## config.mk

```make
export PLATFORM = sky130hd
export DESIGN_NAME = calculator_arbiter_flat
export DESIGN_NICKNAME = d
export VERILOG_FILES = /design/src/rtl/calculator_arbiter_if.sv /design/src/rtl/calculator_arbiter.sv /design/src/flat_wrapper.sv
export SDC_FILE = /design/constraint.sdc
export NUM_CORES = 1
export LEC_CHECK = 0
export ABC_AREA = 1
export BUFFER_PORTS_ARGS = -buffer_cell sky130_fd_sc_hd__clkbuf_2
export CAP_MARGIN = 25
export CORE_MARGIN = 3
export CORE_UTILIZATION = 45
export CTS_BUF_LIST = sky130_fd_sc_hd__clkbuf_2
export CTS_CLUSTER_SIZE = 28
export DETAILED_ROUTE_END_ITERATION = 16
export PLACE_DENSITY = 0.79
export SLEW_MARGIN = 0
export SYNTH_ARGS = -nofsm -noshare
export SYNTH_HDL_FRONTEND = slang
export SYNTH_SLANG_ARGS = --single-unit
```

## constraint.sdc

```tcl
create_clock -name clk -period 2.3 [get_ports clk]
set_clock_uncertainty 0.2 [all_clocks]
set_input_delay 0.345 -clock clk [delete_from_list [all_inputs] [get_ports clk]]
set_output_delay 0.345 -clock clk [all_outputs]
set_load 0.005 [all_outputs]
```

## src/rtl/calculator_arbiter_if.sv

```systemverilog
// calculator_arbiter_if: requester, calculator and response bundle.
// Ports: en, req_*, calc_*, rsp_*, busy (+ rsp_zdiv under CALC_ZDIV_FLAG_EN).
interface calculator_arbiter_if #(
  parameter int NUM_REQ = 4
);
  localparam int ID_W = $clog2(NUM_REQ);

  logic                 en;
  logic [NUM_REQ-1:0]   req_valid;
  logic [NUM_REQ-1:0]   req_ready;
  logic [2*NUM_REQ-1:0] req_func;
  logic [8*NUM_REQ-1:0] req_a;
  logic [8*NUM_REQ-1:0] req_b;
  logic [1:0]           calc_func;
  logic [7:0]           calc_a;
  logic [7:0]           calc_b;
  logic [15:0]          calc_out;
  logic                 rsp_valid;
  logic [ID_W-1:0]      rsp_id;
  logic [15:0]          rsp_data;
  logic                 busy;
`ifdef CALC_ZDIV_FLAG_EN
  logic                 rsp_zdiv;
`endif

  modport slave (
    input  en, req_valid, req_func, req_a, req_b, calc_out,
    output req_ready, calc_func, calc_a, calc_b,
    output rsp_valid, rsp_id, rsp_data, busy
`ifdef CALC_ZDIV_FLAG_EN
    , output rsp_zdiv
`endif
  );

  modport master (
    output en, req_valid, req_func, req_a, req_b, calc_out,
    input  req_ready, calc_func, calc_a, calc_b,
    input  rsp_valid, rsp_id, rsp_data, busy
`ifdef CALC_ZDIV_FLAG_EN
    , input rsp_zdiv
`endif
  );
endinterface

```

## src/rtl/calculator_arbiter.sv

```systemverilog
// calculator_arbiter: round-robin share of one pipelined calculator.
// Ports: clk, rst (async, active high), bus (calculator_arbiter_if.slave).
// Optional: CALC_ZDIV_FLAG_EN adds bus.rsp_zdiv (divide-by-zero tag).
module calculator_arbiter #(
  parameter int NUM_REQ = 4,
  parameter int LATENCY = 3,
  localparam int ID_W = $clog2(NUM_REQ)
) (
  input logic clk,
  input logic rst,
  calculator_arbiter_if.slave bus
);
  typedef enum logic [1:0] {
    RUN   = 2'd0,
    DRAIN = 2'd1,
    IDLE  = 2'd2
  } state_t;

  state_t state_q, state_d;

  logic [ID_W-1:0]    ptr_q;
  logic [ID_W-1:0]    gnt_id;
  logic [ID_W-1:0]    idx;
  logic [NUM_REQ-1:0] gnt;
  logic               accept;

  logic [1:0] g_func;
  logic [7:0] g_a;
  logic [7:0] g_b;

  logic [1:0] cf_q;
  logic [7:0] ca_q;
  logic [7:0] cb_q;

  // One stage per cycle from accept to response capture.
  logic [LATENCY:0]           tag_v;
  logic [LATENCY:0][ID_W-1:0] tag_id;

  logic            rv_q;
  logic [ID_W-1:0] rid_q;
  logic [15:0]     rd_q;

  always_comb begin
    state_d = state_q;
    unique case (state_q)
      RUN:     if (!bus.en) state_d = DRAIN;
      DRAIN: begin
        if (bus.en)      state_d = RUN;
        else if (~|tag_v) state_d = IDLE;
      end
      IDLE:    if (bus.en) state_d = RUN;
      default: state_d = RUN;
    endcase
  end

  // First valid requester at or after the pointer, wrapping.
  always_comb begin
    gnt    = '0;
    gnt_id = '0;
    idx    = '0;
    accept = 1'b0;
    if (state_q == RUN && bus.en) begin
      for (int k = 0; k < NUM_REQ; k++) begin
        idx = ID_W'((int'(ptr_q) + k) % NUM_REQ);
        if (!accept && bus.req_valid[idx]) begin
          accept   = 1'b1;
          gnt[idx] = 1'b1;
          gnt_id   = idx;
        end
      end
    end
  end

  assign g_func = bus.req_func[{gnt_id, 1'b0} +: 2];
  assign g_a    = bus.req_a[{gnt_id, 3'b000} +: 8];
  assign g_b    = bus.req_b[{gnt_id, 3'b000} +: 8];

  always_ff @(posedge clk or posedge rst) begin
    if (rst) begin
      state_q <= RUN;
      ptr_q   <= '0;
      cf_q    <= '0;
      ca_q    <= '0;
      cb_q    <= '0;
      tag_v   <= '0;
      tag_id  <= '0;
      rv_q    <= 1'b0;
      rid_q   <= '0;
      rd_q    <= '0;
    end else begin
      state_q <= state_d;
      if (accept) begin
        cf_q  <= g_func;
        ca_q  <= g_a;
        cb_q  <= g_b;
        ptr_q <= (gnt_id == ID_W'(NUM_REQ - 1))
               ? '0 : gnt_id + 1'b1;
      end
      tag_v  <= {tag_v[LATENCY-1:0], accept};
      tag_id <= {tag_id[LATENCY-1:0], gnt_id};
      rv_q   <= tag_v[LATENCY];
      if (tag_v[LATENCY]) begin
        rid_q <= tag_id[LATENCY];
        rd_q  <= bus.calc_out;
      end
    end
  end

`ifdef CALC_ZDIV_FLAG_EN
  logic [LATENCY:0] tag_z;
  logic             rz_q;
  logic             zdiv;

  assign zdiv = (g_func == 2'b11) && (g_b == 8'd0);

  always_ff @(posedge clk or posedge rst) begin
    if (rst) begin
      tag_z <= '0;
      rz_q  <= 1'b0;
    end else begin
      tag_z <= {tag_z[LATENCY-1:0], accept & zdiv};
      rz_q  <= tag_v[LATENCY] & tag_z[LATENCY];
    end
  end

  assign bus.rsp_zdiv = rz_q;
`endif

  assign bus.req_ready = gnt;
  assign bus.calc_func = cf_q;
  assign bus.calc_a    = ca_q;
  assign bus.calc_b    = cb_q;
  assign bus.rsp_valid = rv_q;
  assign bus.rsp_id    = rid_q;
  assign bus.rsp_data  = rd_q;
  assign bus.busy      = |tag_v;
endmodule

```

## src/flat_wrapper.sv

```systemverilog
// flat-port wrapper written by rule: the top's interface ports become plain ports
module calculator_arbiter_flat 
#(
  parameter int NUM_REQ = 4,
  parameter int LATENCY = 3,
  localparam int ID_W = $clog2(NUM_REQ)
)
  (clk, rst, bus_en, bus_req_valid, bus_req_func, bus_req_a, bus_req_b, bus_calc_out, bus_req_ready, bus_calc_func, bus_calc_a, bus_calc_b, bus_rsp_valid, bus_rsp_id, bus_rsp_data, bus_busy);
  calculator_arbiter_if #(.NUM_REQ(NUM_REQ)) bus_i ();
  input logic clk;
  input logic rst;
  input wire logic [$bits(bus_i.en)-1:0] bus_en;
  input wire logic [$bits(bus_i.req_valid)-1:0] bus_req_valid;
  input wire logic [$bits(bus_i.req_func)-1:0] bus_req_func;
  input wire logic [$bits(bus_i.req_a)-1:0] bus_req_a;
  input wire logic [$bits(bus_i.req_b)-1:0] bus_req_b;
  input wire logic [$bits(bus_i.calc_out)-1:0] bus_calc_out;
  output wire logic [$bits(bus_i.req_ready)-1:0] bus_req_ready;
  output wire logic [$bits(bus_i.calc_func)-1:0] bus_calc_func;
  output wire logic [$bits(bus_i.calc_a)-1:0] bus_calc_a;
  output wire logic [$bits(bus_i.calc_b)-1:0] bus_calc_b;
  output wire logic [$bits(bus_i.rsp_valid)-1:0] bus_rsp_valid;
  output wire logic [$bits(bus_i.rsp_id)-1:0] bus_rsp_id;
  output wire logic [$bits(bus_i.rsp_data)-1:0] bus_rsp_data;
  output wire logic [$bits(bus_i.busy)-1:0] bus_busy;
  assign bus_i.en = bus_en;
  assign bus_i.req_valid = bus_req_valid;
  assign bus_i.req_func = bus_req_func;
  assign bus_i.req_a = bus_req_a;
  assign bus_i.req_b = bus_req_b;
  assign bus_i.calc_out = bus_calc_out;
  assign bus_req_ready = bus_i.req_ready;
  assign bus_calc_func = bus_i.calc_func;
  assign bus_calc_a = bus_i.calc_a;
  assign bus_calc_b = bus_i.calc_b;
  assign bus_rsp_valid = bus_i.rsp_valid;
  assign bus_rsp_id = bus_i.rsp_id;
  assign bus_rsp_data = bus_i.rsp_data;
  assign bus_busy = bus_i.busy;
  calculator_arbiter #(.NUM_REQ(NUM_REQ), .LATENCY(LATENCY)) u_core (.clk(clk), .rst(rst), .bus(bus_i));
endmodule
```

==> metrics.csv <==
stage;metric;value;unit
synth;Ys Warns;0;
finish;FILL cells;630;
routing;vias post-DR;3447;
pwr;Lkg Pwr;2.830;nW
synth;Avg Cell Area, Syn;6.885;um2
placed_design;Placement Setup Slack;36.52;ps
cts;clk slew on worst S/H paths;260;ps
timing;Worst-Margin Slew;575.9;ps
grt;grt ovf;0;
die;starting density of the core;47.63;%
timing;worst relative slew slack;61.55;%
finish;fraction of layout cells with a size suffix above 1;32.72;%
worst_hold_path;min-delay worst type;primary input to flop;
die;I/O pin count;137;
worst_setup_path;element type at the critical path end;primary output;
worst_setup_path;setup slack, reg-to-reg;-180;ps
die;core area;6982;um2
finish;fin cells;744;
pwr;Peak VDD IR;0.0008477;V
worst_setup_path;Worst Path Required;1750;ps
timing;hold_ws;66.76;ps
finish;most frequent cells in the layout;222 x nand2_1, 140 x clkbuf_2, 57 x nand3_1, 55 x inv_1, 51 x dfrtp_1;
routing;drt initial violations;147;
timing;Final Max Tran Viols;0;
routing;DRC;0;
placed_design;IO buf count;136;
worst_setup_path;critical-path cell list;inv_6 > ha_4 > inv_4 > nand3_1 > nand2_2 > nor2_4 > nand2_1 > o21ai_0 > a31oi_1 > o21ai_1 > nand2_1 > inv_1 > buf_2;
pwr;Power Dens Cells;1246;nW/um2
worst_setup_path;Top cell by count, worst path;nand2_1;
routing;antenna viol nets, final;0;
synth;Syn Nets;586;
worst_setup_path;CP Class;flop to primary output;
finish;# nets final;750;
grt;largest net degree at the start of global routing;56;
worst_setup_path;CP top delay family;flip-flops;
grt;first-pass GRT wire length;14.16;mm
worst_setup_path;crit-path max FO;6;
cts;CTS tree;done;
routing;WL/cell;12.24;um
finish;leading cell type in the layout, fill and taps excluded;nand2_1;
placed_design;Final GP Congestion;0.9560;
timing;Fmax;365.6;MHz
synth;Seq/Total Area, Yosys;39.88;%
timing;final worst slack;-435.2;ps
grt;initial antenna violation count;0;
grt;vias in the first global route;3118;
synth;synthesized flop and latch total;53;
worst_setup_path;worst-path cell with the longest stage delay;dfrtp_2;
grt;total track usage;20.02;%
synth;number of distinct library cells after synthesis;25;
timing;Final Hold Vio Count;0;
cts;Num CTS Buffers;5;
routing;Via-to-Cell Ratio;4.633;
worst_setup_path;worst path bufs/invs;4;
die;row cnt;30;
timing;Final period util;118.9;%
timing;Final min period;2735;ps
worst_setup_path;CP arrival;2190;ps
routing;TritonRoute pass-1 iters;4;
synth;Cells after Synth;483;
run_status;failing checks;setup timing;
cts;Worst-Skew Late Latency;420;ps
finish;area delta synth->final;37.62;%
cts;H-tree depth;2;
cts;Root Buffer Master;clkbuf_2;
cts;number of clock sinks;53;
timing;final setup fails;23;
die;Die Width;91.97;um
run_status;status;finished, violations left;
routing;DRT Wirelength;9.110;mm
placed_design;dpl hpwl;6.327;mm
placed_design;dpl cells;706;
cts;Clock Path Buffers;2;
timing;RSZ-0062 raised after global routing;yes;
finish;Diodes inserted;0;
flow_run;MaxCap Viol Count;0;
die;DIE HEIGHT;91.97;um
worst_setup_path;crit-path max cell delay;500;ps
synth;Cell Area, Synth;3326;um2
worst_setup_path;Startpoint Class;flop;
die;die footprint;8458;um2
[final timing paths]
kind,endpoint,start,cells after the start
max,bus_req_ready[1],u_core.ptr_q[0],13
min,u_core.bus.calc_b[1],bus_req_b[17],7
min reg2reg,u_core.tag_id[6],u_core.tag_id[4],0
max reg2reg,u_core.bus.calc_b[4],u_core.ptr_q[0],18
max in group asynchronous,u_core.tag_v[2],rst,4
min in group asynchronous,u_core.bus.calc_a[0],rst,3
[cell type report]
type	instances	area (um2)	area share [%]
multi-input combinational	344	1629	35.59
sequential	53	1329	29.03
timing repair buffer	180	1205	26.33
inverter	63	244.0	5.331
tap	96	120.1	2.624
clock buffer	5	25.02	0.5467
clock inverter	3	25.02	0.5467
[stage by stage]
step | instance area (um2) | setup TNS, ps | util, % | total power [mW]
after floorplan | 3342 | 0 | - | 3.729
after global placement | 4161 | 0 | 59.61 | 4.720
after detailed placement | 4161 | 0 | 59.61 | 4.788
after CTS | 4434 | -1746 | 63.51 | 5.318
after global routing | 4577 | -7868 | 65.56 | 6.204
final | 4577 | -4666 | 65.56 | 5.701
[cell families after synthesis]
family	synth area share (%)
buffers and inverters	12.11
DFF	39.88
adders and majority gates	3.010
and+or+nand+nor	42.36
AOI/OAI and AO/OA	2.633
[worst register-to-register path, cell delays in order (launching register included)]
cell and delay, ps:
dfrtp_2 470, inv_6 60, ha_4 300, inv_4 50, nand2_2 60, nand2_2 70, buf_4 130, buf_4 120
o21ai_1 140, nand2_1 120, nand2_4 130, nand2_4 100, buf_12 160, nand2_1 60, nand2_1 50, nand2_1 50
nand2_1 50, nand2_1 60, nand2_1 50
[state kept, by name, summed over array words and instances, names as in the netlist]
signal and count:
u_core.bus.calc_b 8, u_core.bus.calc_a 8, u_core.bus.calc_func 2, u_core.bus.rsp_valid 1, u_core.bus.rsp_id 2, u_core.tag_id 8, u_core.state_q 2, u_core.bus.rsp_data 16
u_core.ptr_q 2, u_core.tag_v 4
[what timing repair did]
item,4_1_cts,5_1_grt
pin swaps,11,11
endpoints found under the hold margin,44,0
resized for setup,10,8
setup endpoints to repair,5,23
gates cloned,0,4
hold buffers,19,0
buffers inserted,2,5
[power breakdown]
group          switching (mW)  total [mW]  leakage [nW]  internal, mW
logic                    2.14        3.75          2.13          1.61
registers               0.227        1.57         0.666          1.34
clock network           0.297       0.380        0.0300        0.0834
[per-layer routing]
layer,track usage (%),wire length [um]
met1,26.07,3922
met2,34.91,4446
met4,4.084,63
met3,3.527,678
met5,0,0
[synthesized netlist by cell type, drive strengths merged]
cell    instances  area [um2]
dfrtp          53        1326
nand2         242       960.9
o21ai          10       50.05
ha              8       100.1
clkbuf          4       15.01
buf            19       146.4
nand3          68       395.4
clkinv          1       3.750
a31oi           2       12.51
or4             1       7.510
nand4           2       12.51
a21oi           5       25.02
nor2            4       22.52
inv            62       237.7
nor3            2       10.01
Note: power is estimated with default switching activity, not from simulation.
